`config.mk`:
```
export PLATFORM = sky130hd
export DESIGN_NAME = tx_block_flat
export DESIGN_NICKNAME = d
export VERILOG_FILES = /design/src/rtl/tx_block_if.sv /design/src/rtl/tx_block.sv /design/src/flat_wrapper.sv
export SDC_FILE = /design/constraint.sdc
export NUM_CORES = 1
export LEC_CHECK = 0
export ABC_AREA = 1
export BUFFER_PORTS_ARGS = -buffer_cell sky130_fd_sc_hd__buf_4
export CORE_MARGIN = 3
export CORE_UTILIZATION = 50
export DETAILED_ROUTE_END_ITERATION = 7
export MAX_ROUTING_LAYER = met4
export PLACE_DENSITY = 0.77
export RECOVER_POWER = 25
export SETUP_SLACK_MARGIN = 0.5
export SLEW_MARGIN = 10
export SYNTH_ARGS = -nofsm -noshare
export SYNTH_HDL_FRONTEND = slang
export SYNTH_SLANG_ARGS = --single-unit
```
`constraint.sdc`:
```
create_clock -name clk -period 1.9 [get_ports clk]
set_input_delay 0.38 -clock clk [delete_from_list [all_inputs] [get_ports clk]]
set_output_delay 0.38 -clock clk [all_outputs]
set_load 0.01 [all_outputs]
```
`src/rtl/tx_block_if.sv`:
```
// Byte-load / serial-line bundle between a byte source and the serial transmitter.
interface tx_block_if;
    logic [7:0] tx_data;
    logic       tx_load;
    logic       tx_full;
    logic       tx_busy;
    logic       load_error;
    logic       frame_done;
    logic       serial_out;

    modport master (
        output tx_data, tx_load,
        input  tx_full, tx_busy, load_error, frame_done, serial_out
    );

    modport slave (
        input  tx_data, tx_load,
        output tx_full, tx_busy, load_error, frame_done, serial_out
    );
endinterface

```
`src/rtl/tx_block.sv`:
```
// UART-style transmitter: one-entry holding register feeding a start/8N/stop
// serialiser with back-to-back frames when the holding register is refilled in time.
module tx_block #(
    parameter int BIT_PERIOD = 10
) (
    input logic       clk,
    input logic       n_rst,
    tx_block_if.slave bus
);

    localparam int TW = (BIT_PERIOD > 1) ? $clog2(BIT_PERIOD) : 1;
    localparam logic [TW-1:0] T_LAST = TW'(BIT_PERIOD - 1);

    typedef enum logic [1:0] {IDLE, START, DATA, STOP} state_t;

    state_t        state, state_nx;
    logic [TW-1:0] timer, timer_nx;
    logic [2:0]    bit_cnt, bit_nx;
    logic [7:0]    shifter, shift_nx;
    logic [7:0]    hold;
    logic          last, move, accept, full_nx, ser_nx;

    assign last = (timer == T_LAST);

    always_comb begin
        state_nx = state;
        timer_nx = timer;
        bit_nx   = bit_cnt;
        move     = 1'b0;
        case (state)
            IDLE: begin
                timer_nx = '0;
                if (bus.tx_full) begin
                    move     = 1'b1;
                    state_nx = START;
                end
            end
            START: begin
                if (last) begin
                    timer_nx = '0;
                    bit_nx   = 3'd0;
                    state_nx = DATA;
                end else begin
                    timer_nx = timer + TW'(1);
                end
            end
            DATA: begin
                if (last) begin
                    timer_nx = '0;
                    if (bit_cnt == 3'd7) state_nx = STOP;
                    else                 bit_nx   = bit_cnt + 3'd1;
                end else begin
                    timer_nx = timer + TW'(1);
                end
            end
            STOP: begin
                if (last) begin
                    timer_nx = '0;
                    // Refilled holding register chains straight into the next start bit.
                    if (bus.tx_full) begin
                        move     = 1'b1;
                        state_nx = START;
                    end else begin
                        state_nx = IDLE;
                    end
                end else begin
                    timer_nx = timer + TW'(1);
                end
            end
            default: begin
                state_nx = IDLE;
                timer_nx = '0;
            end
        endcase
    end

    always_comb begin
        shift_nx = shifter;
        if (move)
            shift_nx = hold;
        else if (state == DATA && last)
            shift_nx = {1'b0, shifter[7:1]};
    end

    // Load is allowed into a slot that is being vacated in the same cycle.
    assign accept  = bus.tx_load && (!bus.tx_full || move);
    assign full_nx = accept ? 1'b1 : (move ? 1'b0 : bus.tx_full);

    // The line is registered from the next state so it lines up with state/timer.
    always_comb begin
        case (state_nx)
            START:   ser_nx = 1'b0;
            DATA:    ser_nx = shift_nx[0];
            default: ser_nx = 1'b1;
        endcase
    end

    always_ff @(posedge clk or negedge n_rst) begin
        if (!n_rst) begin
            state          <= IDLE;
            timer          <= '0;
            bit_cnt        <= 3'd0;
            bus.tx_full    <= 1'b0;
            bus.tx_busy    <= 1'b0;
            bus.load_error <= 1'b0;
            bus.frame_done <= 1'b0;
            bus.serial_out <= 1'b1;
        end else begin
            state          <= state_nx;
            timer          <= timer_nx;
            bit_cnt        <= bit_nx;
            bus.tx_full    <= full_nx;
            bus.tx_busy    <= (state_nx != IDLE);
            bus.load_error <= bus.tx_load && !accept;
            bus.frame_done <= (state_nx == STOP) && (timer_nx == T_LAST);
            bus.serial_out <= ser_nx;
        end
    end

    always_ff @(posedge clk) begin
        shifter <= shift_nx;
        if (accept) hold <= bus.tx_data;
    end

endmodule
```
`src/flat_wrapper.sv`:
```
// flat-port wrapper written by rule: the top's interface ports become plain ports
module tx_block_flat 
#(
    parameter int BIT_PERIOD = 10
)
  (clk, n_rst, bus_tx_data, bus_tx_load, bus_tx_full, bus_tx_busy, bus_load_error, bus_frame_done, bus_serial_out);
  tx_block_if bus_i ();
  input logic clk;
  input logic n_rst;
  input wire logic [$bits(bus_i.tx_data)-1:0] bus_tx_data;
  input wire logic [$bits(bus_i.tx_load)-1:0] bus_tx_load;
  output wire logic [$bits(bus_i.tx_full)-1:0] bus_tx_full;
  output wire logic [$bits(bus_i.tx_busy)-1:0] bus_tx_busy;
  output wire logic [$bits(bus_i.load_error)-1:0] bus_load_error;
  output wire logic [$bits(bus_i.frame_done)-1:0] bus_frame_done;
  output wire logic [$bits(bus_i.serial_out)-1:0] bus_serial_out;
  assign bus_i.tx_data = bus_tx_data;
  assign bus_i.tx_load = bus_tx_load;
  assign bus_tx_full = bus_i.tx_full;
  assign bus_tx_busy = bus_i.tx_busy;
  assign bus_load_error = bus_i.load_error;
  assign bus_frame_done = bus_i.frame_done;
  assign bus_serial_out = bus_i.serial_out;
  tx_block #(.BIT_PERIOD(BIT_PERIOD)) u_core (.clk(clk), .n_rst(n_rst), .bus(bus_i));
endmodule
```
==> impl_results.md, run 1 <==
- Clock Skews: 13.16 ps
- Async set or reset register ratio after synthesis: 46.67%
- Top Ports: 16
- Highest clock frequency the design can meet: between 600 and 700 MHz
- Worst-path cell chain: inv_2 -> buf_12 -> ha_4 -> nand4_1 -> buf_4 -> nand2_4
- Synthesized area per cell: 10.11 µm²
- Count of antenna diodes in the layout: 0
- Area taken by multi-input logic gates: 636.9 µm²
- Initial antenna violation count: 0
- H-tree levels: 2
- #FFs+latches synth: 30
- Vias post-DR: 1090
- Global-route wire length before repair: 5.023 mm
- Critical path destination: u_core.shifter[7]
- Final Total Pwr: approximately 1.1 mW
- Setup slack at placement: 154.0 ps
- Most instantiated flip-flop cell in the synthesis netlist: sky130_fd_sc_hd__edfxtp_1
- Proportion of layout cells with a drive suffix above 1: 41.04%
- Total congestion overflow: 0
- Number of clock sinks: 30
- Number of cell instances on the worst register-to-register path: 6
- Max-capacitance violation count: 0
- Via count of the first global-routing pass: about 1100
- Clock network latency to the later pin of the worst-skew pair: 340 ps
- Instance count of the mapped netlist: 136
- Cell area after technology mapping: 1375 µm²
- Setup repair after global routing missed its margin: true
- Startpoint of the tightest hold check path: bus_tx_data[2]
- Clock buffer count from CTS: 5
- Hold Vio Cnt, Final: 0
- Setup tns final: 0 ps
- Max Transition Viols Final: 0
- Final antenna-violating net count: 0
- Static Leak: 0.8593 nW
- 1st-iter DRT viols: 43
- Slowest Stage Delay on Critical Path: 420 ps
- Biggest area contributors in the synthesized netlist: sky130_fd_sc_hd__edfxtp_1, sky130_fd_sc_hd__dfrtp_1, sky130_fd_sc_hd__nand2_1, sky130_fd_sc_hd__ha_1, sky130_fd_sc_hd__nand3_1
- CP Capture Type: flip-flop
- Library cell with the highest instance count after synthesis: sky130_fd_sc_hd__nand2_1
- Wirelength per Cell: 15.61 µm
- Worst slew margin: 50.96%
- Clock input transition at the sequential cells of the worst setup and hold paths: about 80 ps
- Power per cell area: 568.6 nW/µm²
- Final Worst Setup Slack: approximately 310 ps
- Path type of the worst setup path: reg2reg
- TritonCTS clock tree: built
- Final RePlAce weighted congestion: 0.7858
- Flop2flop setup slack: 310 ps
- Worst reg2reg path endpoint: u_core.shifter[7]
- Initial core utilization: 54.03%
- Drc violations: 0
- Total setup violations reported at the end of the flow: 0
- Vias per std cell: around 5.4
- DRT Pass-1 Iters: 4
- Cell row count: 18
- Placeable Area: 2545 µm²
- Highest fanout seen on the critical path: 7
- Sequential area share after synthesis: 59.78%
- Die Ht: 58.44 µm
- Sort of element at the start of the critical path: flip-flop
- Count of port buffers added during placement: 15
- Total routed wirelength: 3.169 mm
- Net total in the final layout: between 150 and 200
- CP arrival: 1640 ps
- Post-synth EDFFs: 15
- Total nets after synthesis: 156
- DPL Wire Length: 1.694 mm
- Total Die Area: 3415 µm²
- Count of distinct cell types in the synthesized netlist: 20
- Library cell used as clock root buffer: sky130_fd_sc_hd__clkbuf_4
- FF+latch area: 824.5 µm²
- Die X: just under 60 µm
- Area added between synthesis and finish: 34.67%
- Source of the critical timing path: u_core.state[0]
- Result of the run: complete, no violations
- Overall global routing resource usage: 21.18%
- Launching point of the worst reg2reg path: u_core.state[0]
- Cell type with the highest aggregate area in the netlist: sky130_fd_sc_hd__edfxtp_1
- Clock Tree Buf Depth: 2
- Shortest clock period the worst path allows after layout: about 1600 ps
- Worst IR Drop VDD: 601.0 µV
- Crit path required time: 1950 ps
- Pin count of the biggest net entering global routing: 15
- Worst Tran Pin Value: 735.6 ps
- Library cell contributing the largest single delay on the critical path: sky130_fd_sc_hd__dfrtp_1
- Number of filler instances in the final layout: between 150 and 200
- Share of the synthesized area in the top cell type: 32.76%
- Leading post-synthesis cells by instance count: sky130_fd_sc_hd__nand2_1, sky130_fd_sc_hd__inv_1, sky130_fd_sc_hd__edfxtp_1, sky130_fd_sc_hd__nand3_1, sky130_fd_sc_hd__dfrtp_1
- Path type of the worst min-delay path: in2reg
- Final period utilization: 83.53%
- Synthesis Warnings: 0
flip-flops by register name (all words and copies together) (netlist names):
signal,cells
u_core.bit_cnt,3
u_core.bus.frame_done,1
u_core.bus.load_error,1
u_core.bus.serial_out,1
u_core.bus.tx_busy,1
u_core.bus.tx_full,1
u_core.hold,8
u_core.shifter,8
u_core.state,2
u_core.timer,4
report_power, final:
part,internal (mW),switching [mW]
clock network,0.131,0.216
registers,0.681,0.000743
logic,0.0141,0.0108
total,0.826,0.227
kinds of logic (layout without fill, tap and decap cells):
kind of cell / Yosys count / after routing / share of synthesized area, %
and+or+nand+nor: 68 / 68 / 21.75
DFF: 30 / 30 / 59.78
buffers and inverters: 19 / 56 / 5.459
adders and majority gates: 9 / 9 / 8.189
AOI/OAI and AO/OA: 8 / 8 / 3.548
xor gates and xnor gates: 2 / 2 / 1.274
critical path, delay by kind of cell (launching register included):
kind                     cells  cell delay [ps]
AND/OR/NAND/NOR              2              290
buffers and inverters        3              460
flip-flops                   1              420
adder cells (fa/ha/maj)      1              130
placed cells by master (no fill, tap or decap), drive strengths merged:
master / netlist / layout
a21oi: 2 / 2
a22oi: 1 / 1
a31oi: 1 / 1
buf: 1 / 20
clkbuf: 0 / 14
clkinv: 0 / 3
dfrtp: 13 / 13
dfstp: 1 / 1
dfxtp: 1 / 1
dlygate4sd3: 0 / 1
edfxtp: 15 / 15
ha: 9 / 9
inv: 18 / 18
nand2: 37 / 37
nand3: 17 / 17
nand4: 3 / 3
nor2: 10 / 10
o21ai: 4 / 4
or2: 1 / 1
xor2: 2 / 2
layer usage:
layer | GRT usage (%) | wire length (µm) | vias to the layer above
met5 | - | 0 | -
met4 | 16.56 | 139 | 0
met3 | 5.702 | 216 | 17
met2 | 31.26 | 1584 | 44
met1 | 24.28 | 1228 | 508
li1 | - | - | 521
metrics by stage:
stage          cell area, µm²  hold slack (ps)  utilization [%]  instances
2_1_floorplan            1390            84.41                -        136
3_3_place_gp             1536            233.1            60.37        181
3_5_place_dp             1536            234.8            60.37        181
4_1_cts                  1762            203.0            69.22        199
5_1_grt                  1852            209.4            72.76        203
6_report                 1852            235.0            72.76        203
worst min path at each step:
stage / to / cells after the start
after floorplan: u_core.bit_cnt[0] / 0
after global placement: u_core.timer[3] / 1
after detailed placement: u_core.timer[3] / 1
after CTS: u_core.hold[1] / 1
after global routing: u_core.hold[5] / 1
final: u_core.hold[2] / 1
final cells by class:
type	count	area share (%)
Tap cell	30	2.027
Clock buffer	5	2.027
Clock inverter	3	0.6081
Multi-Input combinational cell	87	34.39
Inverter	18	3.649
Sequential cell	30	44.53
Timing Repair Buffer	30	12.77
repair_timing:
action                     in CTS  in global routing
setup endpoints to repair      32                 38
hold buffers                    1                  0
hold endpoints to repair       13                  0
setup buffers                   9                  4
gates resized for setup        22                 19
pin swaps                       5                  7
(Power assumes the default switching activity.)
==> run 2: changes to the inputs <==
==> constraint.sdc (replaced) <==
create_clock -name clk -period 1.4 [get_ports clk]
set_input_delay 0.28 -clock clk [delete_from_list [all_inputs] [get_ports clk]]
set_output_delay 0.28 -clock clk [all_outputs]
set_load 0.01 [all_outputs]
==> impl_results.md, run 2 (synthesis gave the netlist of run 1 again) <==
- Result of the run: finished with violations
- Violations in the final reports: negative setup slack
- CP Capture Type: flip-flop
- Shortest clock period the worst path allows after layout: 1622 ps (+35.20 ps)
- Worst IR Drop VDD: 922.7 µV (+54%)
- Area added between synthesis and finish: 53.14%
- Final Total Pwr: 1.667 mW (+58%)
- Setup tns final: -5841 ps (-5841 ps)
- Commonest cells after routing, fill and taps aside: sky130_fd_sc_hd__buf_4, sky130_fd_sc_hd__nand2_1, sky130_fd_sc_hd__edfxtp_1
- Die X: 58.44 µm (unchanged)
- Placed Cells incl. Taps: 196 (+8.3%)
- Via count of the first global-routing pass: 1173 (+7.8%)
- Path type of the worst min-delay path: in2reg
- Count of port buffers added during placement: 15 (unchanged)
- Proportion of layout cells with a drive suffix above 1: 51.58% (+11 points)
- Launching point of the worst reg2reg path: u_core.state[0]
- Clock input transition at the sequential cells of the worst setup and hold paths: 110 ps (+30 ps)
- Clock Skews: 16.60 ps (+3.433 ps)
- Finished Core Util: 82.74% (+10 points)
- Overall global routing resource usage: 21.30% (+0.11 points)
- Power per cell area: 791.8 nW/µm² (+39%)
- Global-route wire length before repair: 5.306 mm (+5.6%)
- Drc violations: 0 (unchanged)
- 1st-iter DRT viols: 55 (+28%)
- Total Die Area: 3415 µm² (unchanged)
- Path type of the worst setup path: reg2reg
- Final design area excluding fillers: 2106 µm² (+14%)
- Initial antenna violation count: 0 (unchanged)
- Crit path required time: 1660 ps (-290 ps)
- Setup repair after global routing missed its margin: true
- Clock buffer count from CTS: 5 (unchanged)
- Worst slew margin: 79.63% (+29 points)
- TritonCTS clock tree: built
- Static Leak: 0.9767 nW (+14%)
- Final RePlAce weighted congestion: 0.8358 (+6.4%)
- CP arrival: 1880 ps (+240 ps)
- Non-filler cells, final: 220 (+8.4%)
- Max Transition Viols Final: 0 (unchanged)
- Number of clock sinks: 30 (unchanged)
- Cell row count: 18 (unchanged)
- Startpoint of the tightest hold check path: bus_tx_data[6]
- Worst Tran Pin Value: 304.1 ps (-431.4 ps)
- Total setup violations reported at the end of the flow: 33 (+33)
- Number of cell instances on the worst register-to-register path: 7 (+1)
- Wirelength per Cell: 18.33 µm (+17%)
- Die Ht: 58.44 µm (unchanged)
- Library cell used as clock root buffer: sky130_fd_sc_hd__clkbuf_4
- DRT Pass-1 Iters: 4 (unchanged)
- Area of placed instances: 1687 µm² (+9.8%)
- DPL Wire Length: 2.012 mm (+19%)
- Endpoint of the worst hold-timing path: u_core.hold[6]
- Highest fanout seen on the critical path: 4 (-3)
- Most common cell after layout, fill and taps aside: sky130_fd_sc_hd__buf_4
- Clock Tree Buf Depth: 2 (unchanged)
- Placeable Area: 2545 µm² (unchanged)
- Top Ports: 16 (unchanged)
- Number of filler instances in the final layout: 114 (-28%)
- Worst reg2reg path endpoint: u_core.bit_cnt[2]
- Pin count of the biggest net entering global routing: 15 (unchanged)
- Vias post-DR: 1201 (+10%)
- Highest clock frequency the design can meet: 616.4 MHz (-2.2%)
- Registers with the most flip-flops: u_core.hold: 8 flops, u_core.shifter: 8 flops, u_core.timer: 4 flops
- Final antenna-violating net count: 0 (unchanged)
- Final Worst Setup Slack: -222.4 ps (-535.2 ps)
- Total congestion overflow: 0 (unchanged)
- Setup slack at placement: -152.6 ps (-306.6 ps)
- Net total in the final layout: 209 (+8.9%)
- Clock network latency to the later pin of the worst-skew pair: 350 ps (about the same)
- Initial core utilization: 54.03% (unchanged)
- Hold Path Cell Cnt: 1 (unchanged)
- Hold Vio Cnt, Final: 0 (unchanged)
- Total routed wirelength: 4.032 mm (+27%)
- Flop2flop setup slack: -220 ps (-540 ps)
- Worst hold-check slack: 128.8 ps (-106.2 ps)
- Count of antenna diodes in the layout: 0 (unchanged)
- Sort of element at the start of the critical path: flip-flop
- Max-capacitance violation count: 0 (unchanged)
- Vias per std cell: 5.459 (+1.7%)
- Final period utilization: 115.9% (+32 points)
- H-tree levels: 2 (unchanged)
## run 2: where the power goes
part	switching, mW	leakage, nW	total, mW	internal (mW)
Sequential	0.000760	0.300	0.925	0.924
Clock	0.335	0.0399	0.706	0.372
Combinational	0.0151	0.637	0.0365	0.0214
## run 2: cell type report
cell class	count	area [µm²]	area share [%]
inverter	18	75.07	3.565
tap	30	37.54	1.783
timing repair buffer	47	396.6	18.84
sequential	30	824.5	39.16
multi-input combinational	87	696.9	33.10
clock buffer	6	41.29	1.961
clock inverter	2	33.78	1.604
## run 2: how the worst max path moves through the flow
stage | start | endpoint | cells past startpoint
final | u_core.state[0] | u_core.bit_cnt[2] | 7
after global routing | u_core.state[0] | u_core.bit_cnt[2] | 7
after CTS | u_core.state[1] | u_core.hold[3] | 5
after floorplan | u_core.state[0] | u_core.hold[0] | 6
after detailed placement | u_core.state[0] | u_core.hold[3] | 5
after global placement | u_core.timer[1] | u_core.hold[5] | 6
## run 2: layer usage
layer	share of wire (%)	track usage, %
met1	42	25.61
met2	50	33.97
met3	4.9	6.579
met4	3.2	7.285
met5	0	-
## run 2: what timing repair did
action / in CTS / in global routing
gates resized for setup: 33 / 30
setup endpoints to repair: 42 / 42
hold buffers: 1 / 0
endpoints found under the hold margin: 13 / 0
pin swaps: 9 / 5
buffers inserted: 10 / 5
## run 2: critical path: stages, from the launching register on
cell and delay (ps):
sky130_fd_sc_hd__dfrtp_2 480, sky130_fd_sc_hd__inv_4 110, sky130_fd_sc_hd__ha_4 150, sky130_fd_sc_hd__nand4_1 190, sky130_fd_sc_hd__buf_4 220, sky130_fd_sc_hd__a22oi_2 210
sky130_fd_sc_hd__nand3_1 100, sky130_fd_sc_hd__o21ai_0 80
